## config.mk

```make
export PLATFORM = sky130hd
export DESIGN_NAME = lcd_frame_feeder
export DESIGN_NICKNAME = d
export VERILOG_FILES = /design/src/rtl/lcd_frame_feeder.sv
export SDC_FILE = /design/constraint.sdc
export NUM_CORES = 1
export LEC_CHECK = 0
export CAP_MARGIN = 20
export CORE_ASPECT_RATIO = 0.8
export CORE_MARGIN = 8
export CORE_UTILIZATION = 45
export DETAILED_ROUTE_END_ITERATION = 10
export PLACE_DENSITY = 0.72
export SYNTH_ARGS = -nofsm -noshare
export SYNTH_HDL_FRONTEND = slang
export SYNTH_SLANG_ARGS = --single-unit
```

## constraint.sdc

```tcl
create_clock -name clk -period 3.3 [get_ports clk]
set_input_delay 0.66 -clock clk [delete_from_list [all_inputs] [get_ports clk]]
set_output_delay 0.66 -clock clk [all_outputs]
set_load 0.05 [all_outputs]
```

## src/rtl/lcd_frame_feeder.sv

```systemverilog
// lcd_frame_feeder: streams an 11-word window/memory-write preamble, then H_RES*V_RES frame-buffer pixels, to the LCD write-strobe controller.
// Latency: word 0 is on the bus the cycle after start; each addr_en loads the next word on the following edge (ROM read is hidden behind the controller's strobe cycles).
// Backpressure: fully paced by addr_en; lcd_data/lcd_rs hold until the next addr_en. Optional macro LCD_FEED_PATTERN_EN adds pattern_sel for 8-bar colour-bar pixels.
module lcd_frame_feeder #(
   parameter int H_RES  = 240,
   parameter int V_RES  = 320,
   parameter int ADDR_W = 17
) (
   input  logic              clk,
   input  logic              rstn,
   input  logic              start,
   input  logic              addr_en,
`ifdef LCD_FEED_PATTERN_EN
   input  logic              pattern_sel,
`endif
   output logic              wr_en,
   output logic              wr_last,
   output logic [15:0]       lcd_data,
   output logic              lcd_rs,
   output logic [ADDR_W-1:0] rd_addr,
   input  logic [15:0]       rd_data,
   output logic              busy,
   output logic              done
);

   typedef enum logic [1:0] {IDLE, CMD, PIX} state_t;

   localparam int                N         = H_RES * V_RES;
   localparam logic [15:0]       HM1       = 16'(H_RES - 1);
   localparam logic [15:0]       VM1       = 16'(V_RES - 1);
   localparam logic [ADDR_W-1:0] LAST_ADDR = ADDR_W'(N - 1);
   localparam logic              ONE_PIX   = (N == 1);

   state_t              state, state_nx;
   logic [3:0]          idx, idx_nx;
   logic                wr_en_nx, wr_last_nx, lcd_rs_nx, busy_nx, done_nx;
   logic [15:0]         lcd_data_nx;
   logic [ADDR_W-1:0]   rd_addr_nx;
   logic [15:0]         pix_word;

   // Preamble word table, returned as {rs, data}.
   function automatic logic [16:0] preamble(input logic [3:0] i);
      case (i)
         4'd0:    preamble = {1'b0, 16'h002A};
         4'd3:    preamble = {1'b1, 8'h00, HM1[15:8]};
         4'd4:    preamble = {1'b1, 8'h00, HM1[7:0]};
         4'd5:    preamble = {1'b0, 16'h002B};
         4'd8:    preamble = {1'b1, 8'h00, VM1[15:8]};
         4'd9:    preamble = {1'b1, 8'h00, VM1[7:0]};
         4'd10:   preamble = {1'b0, 16'h002C};
         default: preamble = {1'b1, 16'h0000};
      endcase
   endfunction

`ifdef LCD_FEED_PATTERN_EN
   localparam logic [14:0] HRES15 = 15'(H_RES);
   logic        pat_q, pat_nx;
   logic [11:0] col, col_nx, col_inc;
   logic [14:0] bar;

   // Colour bar for the column being loaded; rd_data ignored when pattern selected.
   always_comb begin
      bar     = {col, 3'b000} / HRES15;
      col_inc = (col == 12'(H_RES - 1)) ? 12'd0 : col + 12'd1;
      case (bar)
         15'd0:   pix_word = 16'hFFFF;
         15'd1:   pix_word = 16'hFFE0;
         15'd2:   pix_word = 16'h07FF;
         15'd3:   pix_word = 16'h07E0;
         15'd4:   pix_word = 16'hF81F;
         15'd5:   pix_word = 16'hF800;
         15'd6:   pix_word = 16'h001F;
         default: pix_word = 16'h0000;
      endcase
      if (!pat_q)
         pix_word = rd_data;
   end
`else
   assign pix_word = rd_data;
`endif

   // Next-state and next-output logic; all outputs are registered from these.
   always_comb begin
      state_nx    = state;
      idx_nx      = idx;
      wr_en_nx    = wr_en;
      wr_last_nx  = wr_last;
      lcd_data_nx = lcd_data;
      lcd_rs_nx   = lcd_rs;
      rd_addr_nx  = rd_addr;
      busy_nx     = busy;
      done_nx     = 1'b0;
`ifdef LCD_FEED_PATTERN_EN
      pat_nx      = pat_q;
      col_nx      = col;
`endif
      case (state)
         IDLE: begin
            if (start) begin
               state_nx    = CMD;
               idx_nx      = 4'd0;
               lcd_data_nx = 16'h002A;
               lcd_rs_nx   = 1'b0;
               wr_en_nx    = 1'b1;
               wr_last_nx  = 1'b0;
               busy_nx     = 1'b1;
               rd_addr_nx  = '0;
`ifdef LCD_FEED_PATTERN_EN
               pat_nx      = pattern_sel;
               col_nx      = 12'd0;
`endif
            end
         end
         CMD: begin
            if (addr_en) begin
               if (idx == 4'd10) begin
                  // rd_addr has sat at 0 since start, so rd_data already holds pixel 0.
                  state_nx    = PIX;
                  lcd_data_nx = pix_word;
                  lcd_rs_nx   = 1'b1;
                  rd_addr_nx  = ONE_PIX ? '0 : ADDR_W'(1);
                  wr_last_nx  = ONE_PIX;
`ifdef LCD_FEED_PATTERN_EN
                  col_nx      = col_inc;
`endif
               end else begin
                  idx_nx                   = idx + 4'd1;
                  {lcd_rs_nx, lcd_data_nx} = preamble(idx + 4'd1);
               end
            end
         end
         PIX: begin
            if (addr_en) begin
               if (wr_last) begin
                  state_nx   = IDLE;
                  idx_nx     = 4'd0;
                  wr_en_nx   = 1'b0;
                  wr_last_nx = 1'b0;
                  busy_nx    = 1'b0;
                  done_nx    = 1'b1;
                  rd_addr_nx = '0;
                  lcd_rs_nx  = 1'b1;
               end else begin
                  lcd_data_nx = pix_word;
`ifdef LCD_FEED_PATTERN_EN
                  col_nx      = col_inc;
`endif
                  // rd_addr points one ahead; at the final pixel it stays put.
                  if (rd_addr == LAST_ADDR)
                     wr_last_nx = 1'b1;
                  else
                     rd_addr_nx = rd_addr + ADDR_W'(1);
               end
            end
         end
         default: state_nx = IDLE;
      endcase
   end

   // State and output registers.
   always_ff @(posedge clk or negedge rstn) begin
      if (!rstn) begin
         state    <= IDLE;
         idx      <= 4'd0;
         wr_en    <= 1'b0;
         wr_last  <= 1'b0;
         lcd_data <= 16'h0000;
         lcd_rs   <= 1'b1;
         rd_addr  <= '0;
         busy     <= 1'b0;
         done     <= 1'b0;
`ifdef LCD_FEED_PATTERN_EN
         pat_q    <= 1'b0;
         col      <= 12'd0;
`endif
      end else begin
         state    <= state_nx;
         idx      <= idx_nx;
         wr_en    <= wr_en_nx;
         wr_last  <= wr_last_nx;
         lcd_data <= lcd_data_nx;
         lcd_rs   <= lcd_rs_nx;
         rd_addr  <= rd_addr_nx;
         busy     <= busy_nx;
         done     <= done_nx;
`ifdef LCD_FEED_PATTERN_EN
         pat_q    <= pat_nx;
         col      <= col_nx;
`endif
      end
   end

endmodule
```

==> results by group, run 1 <==
CTS
  • Post-cts resize count: 0
  • H-tree depth: 2
  • Root buffer cell: clkbuf_8
  • CTS tree: built
  • Clock latency on the worst-skew pair: 0.31 ns
  • Post-CTS Setup Bufs: 0
  • Max clock buf depth: 2
  • CTS sink count: 43
  • Clock Pin Slew Worst Setup and Hold Paths: 0.09 ns
  • CTS Hold Buffers Added: 0
  • CTS Buf Count: 5

Power
  • Clock power share: 0.204
  • Sw Ratio: 0.423
  • Worst IR Drop VDD: between 0.3 and 0.4 mV
  • Net switching power figure: 0.867 mW
  • Cell area power density: between 600 and 700 mW/mm^2
  • Lkg Pwr: 1.37 nW
  • Seq pwr share: 0.329
  • Int Power: 1.18 mW
  • Gate power share: 0.467

Layout
  • Nets@finish: 379
  • Fin util: 0.579
  • Fin cells: 431
  • Commonest non-fill, non-tap cell in the layout: clkdlybuf4s50_1
  • Most frequent cells in the layout: 56 x clkdlybuf4s50_1, 42 x dfrtp_1, 40 x nand2_1, 39 x o21ai_0, 23 x nor2_1
  • Fin area: 0.00333 mm^2
  • Share of cells above drive strength 1: 0.0686
  • Layout area overhead: 27.4%
  • Inserted Diodes: 0

Synthesis
  • Post-synth EDFFs: 0
  • Post-Syn Nets: 330
  • Seq/Total Area, Yosys: 0.412
  • Post-Synthesis Cell Area: 0.00262 mm^2
  • Yosys warnings: 0
  • Post-synth cell types: 50
  • Syn Area/Cell: roughly 8.7 um^2
  • Synth Flop Type: dfrtp_1
  • Gate Count Post-Synth: 300
  • FF+latch count, synth: 43
  • Share of synthesized registers carrying an async set or reset: 1.00

Die
  • Die area: ~0.0085 mm^2
  • Boundary pin count: 58
  • Initial Utilization: 0.454
  • Rows: 25
  • Die Height: between 80 and 90 um
  • Chip Width: slightly above 100 um
  • Core box area: 0.00576 mm^2

Route
  • Drt first pass iters: 5
  • Final ANT Viol Nets: 0
  • WL final: 6.68 mm
  • Drt wl/cell: 15.5 um
  • Post-route DRC: 0
  • Detailed-route via count: 2,426
  • DR vias/cell: 5.63
  • Initial DRC Count: 202

Placed design
  • Final GP Congestion: ~0.87
  • Placed cell areas: 0.00320 mm^2
  • Placed cell count: 422
  • Placed wire-length estimate: 4.91 mm
  • # port buffers: 57
  • Pre-CTS setup slack: 0.646 ns

Worst setup path
  • CP Max Fanout: 13
  • Critical Path RT: between 3 and 4 ns
  • Slowest-stage cell, CP: or2_4
  • Critical path type: register to register
  • R2R Path Start: state[0]$_DFFE_PN0P_
  • Critical path origin: state[0]$_DFFE_PN0P_
  • CP endpoint kind: register
  • Crit path arrival time: about 2.6 ns
  • Crit-path cells: inv_1 > ha_1 > nor2b_1 > nand2_1 > or2_4 > o41ai_1
  • CP max stage delay: 0.43 ns
  • CP Launch Type: register

STA
  • Clock Skew: 0.00607 ns
  • Final-report setup violation count: 0
  • Setup TNS: 0 ns
  • Final min period: 2.45 ns
  • FMAX: 408 MHz
  • Tcrit/Tclk final: 0.742
  • Rel. slew slack: 0.361
  • Worst setup margin: 0.850 ns
  • Final hold vios: 0
  • Slew Limit Fails: 0
  • RSZ-0062 raised after global routing: false
  • Worst Tran Pin Value: 0.950 ns

Flow run
  • Total of max-cap violations: 0

GRT
  • Initial antenna violation count: 0
  • Gr usage total: 0.163
  • Global-route wire length before repair: 11.2 mm
  • GR Overflow Total: 0
  • Largest net degree at the start of global routing: 44
  • Number of global-route vias before repair: 2,258

Worst hold path
  • Worst hold path type: input port to async pin

Run status
  • Status: finished clean
==> state kept, by name (all words and copies together), names as in the netlist <==
name,flops
state,2
rd_addr,17
lcd_rs,1
wr_last,1
done,1
lcd_data,16
busy,1
idx,4
==> path summary, 6_finish.rpt <==
kind	endpoint	slack, ns	cells after the start
min in group clk	lcd_data[8]$_DFFE_PN0P_	0.48	2
max in group asynchronous	lcd_rs$_DFFE_PN1P_	2.69	2
setup reg to reg	rd_addr[6]$_DFFE_PN0P_	0.85	6
setup / recovery	rd_addr[6]$_DFFE_PN0P_	0.85	6
hold reg to reg	lcd_data[8]$_DFFE_PN0P_	0.48	2
hold / removal	idx[0]$_DFFE_PN0P_	0.15	1
==> per-layer routing <==
layer  vias to the layer above  GRT usage  routed length (um)
met4                         0     0.0607                 105
met5                         -          0                   0
met2                        85      0.245                2950
li1                       1184          -                   -
met3                         8     0.0397                 474
met1                      1149      0.219                3150
==> Yosys cell counts, drive strengths merged (3+ instances only) <==
master | instances | area (um^2)
or2 | 3 | 21.3
xor2 | 3 | 26.3
dfrtp | 42 | 1050
nand4b | 3 | 26.3
nand2b | 8 | 50.1
mux2 | 3 | 33.8
ha | 10 | 125
clkbuf | 12 | 45.0
nor2b | 6 | 37.5
inv | 10 | 37.5
nand3 | 13 | 65.1
buf | 6 | 53.8
nor2 | 23 | 86.3
nand4 | 4 | 25.0
a31oi | 9 | 56.3
o31ai | 10 | 75.1
o21ai | 39 | 195
nor3 | 3 | 15.0
nand2 | 40 | 150
and3 | 6 | 37.5
a21oi | 11 | 55.1
==> layout make-up <==
class                           count  area, um^2
Fill cell                         515        2420
Clock buffer                        5        68.8
Sequential cell                    43        1080
Multi-Input combinational cell    229        1400
Timing Repair Buffer               60         601
Inverter                           10        37.5
Tap cell                           81         101
Clock inverter                      3        43.8
==> stage by stage <==
stage	power [mW]	hold slack (ns)
6_report	2.05	0.148
5_1_grt	2.19	0.139
4_1_cts	2.06	0.490
3_5_place_dp	1.64	0.471
3_3_place_gp	1.63	0.463
2_1_floorplan	1.38	0.364
==> worst max-delay path, delay by kind of cell (launching register included) <==
kind / cells / cell delay, ns
flops: 1 / 0.42
compound gates: 1 / 0.28
fa+ha+maj: 1 / 0.35
simple gates: 3 / 1.20
buf+inv: 1 / 0.09
==> logic make-up after synthesis <==
family          share of synthesized area
compound gates                      0.221
flops                               0.412
fa+ha+maj                          0.0478
buf+inv                            0.0521
simple gates                        0.230
xor+xnor                           0.0167
mux                                0.0206
==> power by group through the flow <==
stage	Combinational (mW)	Clock [mW]	Sequential, mW
6_report	0.957	0.419	0.674
5_1_grt	1.05	0.456	0.689
4_1_cts	0.957	0.431	0.676
3_5_place_dp	0.953	0	0.686
3_3_place_gp	0.943	0	0.683
2_1_floorplan	0.565	0	0.816
(Power assumes the default switching activity.)
==> run 2: changes to the inputs <==
clock period = 2.47 ns   (was 3.3 ns; I/O delays follow)
==> run 2 against run 1 <==
Sequential power increased by 31%. Critical path depth increased by 1. Via count increased by 1.6%. Final cell count increased by 3.0%. Clock power rose by 32%. Final area up 2.9%. First-iteration DRC count fell by 11%. Combinational power increased by 45%. Highest routed layer unchanged.
==> results by group, run 2 (synthesis gave the netlist of run 1 again) <==
Route
  • Initial DRC Count: 179
  • Final ANT Viol Nets: 0
  • Detailed-route via count: between 2,000 and 2,500
  • Post-route DRC: 0
  • Drt first pass iters: 5
  • WL final: 6.73 mm
  • DR vias/cell: roughly 5.6
  • Drt wl/cell: ~15 um

Worst setup path
  • CP Launch Type: register
  • CP Max Fanout: 13
  • Crit path arrival time: 2.39 ns
  • CP endpoint kind: register
  • Reg2Reg Setup Slack: ~0.27 ns
  • Critical path type: register to register
  • R2R Path Start: idx[0]$_DFFE_PN0P_
  • Critical Path RT: roughly 2.7 ns
  • Critical path origin: idx[0]$_DFFE_PN0P_

Layout
  • Max reg flops: 17
  • Most frequent cells in the layout: 56 x clkdlybuf4s50_1, 42 x dfrtp_1, 40 x nand2_1, 39 x o21ai_0, 23 x nor2_1
  • Multi-input gate area: 0.00140 mm^2
  • Top reg by flops: rd_addr
  • Inserted Diodes: 0
  • Layout area overhead: 31.1%
  • Top flop regs: rd_addr (17), lcd_data (16), idx (4)
  • Fin cells: about 440
  • Nets@finish: 392
  • Storage cell area: 0.00108 mm^2
  • Share of cells above drive strength 1: 0.102
  • Fin area: about 0.0034 mm^2
  • Fillers: approximately 550
  • Commonest non-fill, non-tap cell in the layout: clkdlybuf4s50_1

Die
  • Chip Width: around 100 um
  • Rows: 25
  • Die Height: between 80 and 90 um
  • Core box area: between 0.005 and 0.006 mm^2
  • Initial Utilization: 0.454
  • Die area: 0.00852 mm^2
  • Boundary pin count: a little under 60

Flow run
  • Total of max-cap violations: 0

CTS
  • Clock latency on the worst-skew pair: 0.29 ns
  • H-tree depth: 2
  • Post-cts resize count: 0
  • Root buffer cell: clkbuf_8
  • CTS Hold Buffers Added: 0
  • Max clock buf depth: 2
  • CTS tree: built
  • CTS sink count: between 40 and 50
  • Clock Pin Slew Worst Setup and Hold Paths: about 0.090 ns
  • Post-CTS Setup Bufs: 0
  • CTS Buf Count: 5

Power
  • Cell area power density: a little over 800 mW/mm^2
  • Lkg Pwr: 1.43 nW
  • Worst IR Drop VDD: 0.519 mV

Placed design
  • Placed cell areas: 0.00332 mm^2
  • Placed cell count: 436
  • # port buffers: 57
  • Placed wire-length estimate: 5.14 mm
  • Final GP Congestion: about 0.94

GRT
  • Initial antenna violation count: 0
  • Gr usage total: 0.161
  • Global-route wire length before repair: 11.4 mm
  • Number of global-route vias before repair: ~2,300
  • GR Overflow Total: 0
  • Largest net degree at the start of global routing: 21

STA
  • Clock Skew: 0.00746 ns
  • RSZ-0062 raised after global routing: false
  • Worst Tran Pin Value: 0.549 ns
  • Final hold vios: 0
  • Setup TNS: 0 ns
  • FMAX: 456 MHz
  • Rel. slew slack: 0.633
  • Slew Limit Fails: 0
  • Final-report setup violation count: 0
  • Tcrit/Tclk final: 0.889
  • Final min period: 2.20 ns

Run status
  • Status: finished clean

Worst hold path
  • Worst hold path type: input port to async pin
==> run 2: cell count changes in the layout (fill, tap and decap cells not counted), sizes merged <==
cell / delta
buf: +13
==> run 2: final timing paths <==
path	end	cells after the start
min in group clk	lcd_data[0]$_DFFE_PN0P_	2
max in group asynchronous	lcd_rs$_DFFE_PN1P_	2
max reg2reg	rd_addr[6]$_DFFE_PN0P_	7
max	rd_addr[6]$_DFFE_PN0P_	7
min reg2reg	lcd_data[0]$_DFFE_PN0P_	2
min	wr_last$_DFFE_PN0P_	1
==> run 2: stage by stage <==
step,util,setup slack (ns),total power [mW],hold WS (ns)
final,0.596,0.275,2.82,0.0369
after CTS,0.596,0.262,2.84,0.0402
after detailed placement,0.576,0.0852,2.28,0.364
after global routing,0.596,0.0470,3.01,0.0431
after global placement,0.576,0.147,2.26,0.365
after floorplan,-,0.163,1.85,0.198
==> run 2: per-layer routing <==
metal,up-vias,global-route usage,routed length [um]
met5,-,0,0
met4,0,0.0580,133
met3,12,0.0388,479
met2,93,0.230,2820
met1,1152,0.229,3300
li1,1208,-,-
==> run 2: critical path: stages (launching register included) <==
cell and delay [ns]:
dfrtp_1 0.44, inv_1 0.14, ha_1 0.20, nand3b_1 0.19, a2111oi_4 0.42, o31ai_1 0.15
or2_4 0.32, o41ai_1 0.25
==> run 2: power breakdown <==
group / leakage [nW] / internal [mW] / switching, mW
logic: 0.800 / 0.536 / 0.852
registers: 0.575 / 0.801 / 0.0787
clock network: 0.0581 / 0.301 / 0.253
total: 1.43 / 1.64 / 1.18
==> run 2: cell type report <==
class	count	share of cell area
tap	81	0.0296
multi-input combinational	229	0.409
sequential	43	0.314
clock buffer	5	0.0201
inverter	10	0.0109
clock inverter	3	0.0128
timing repair buffer	73	0.204
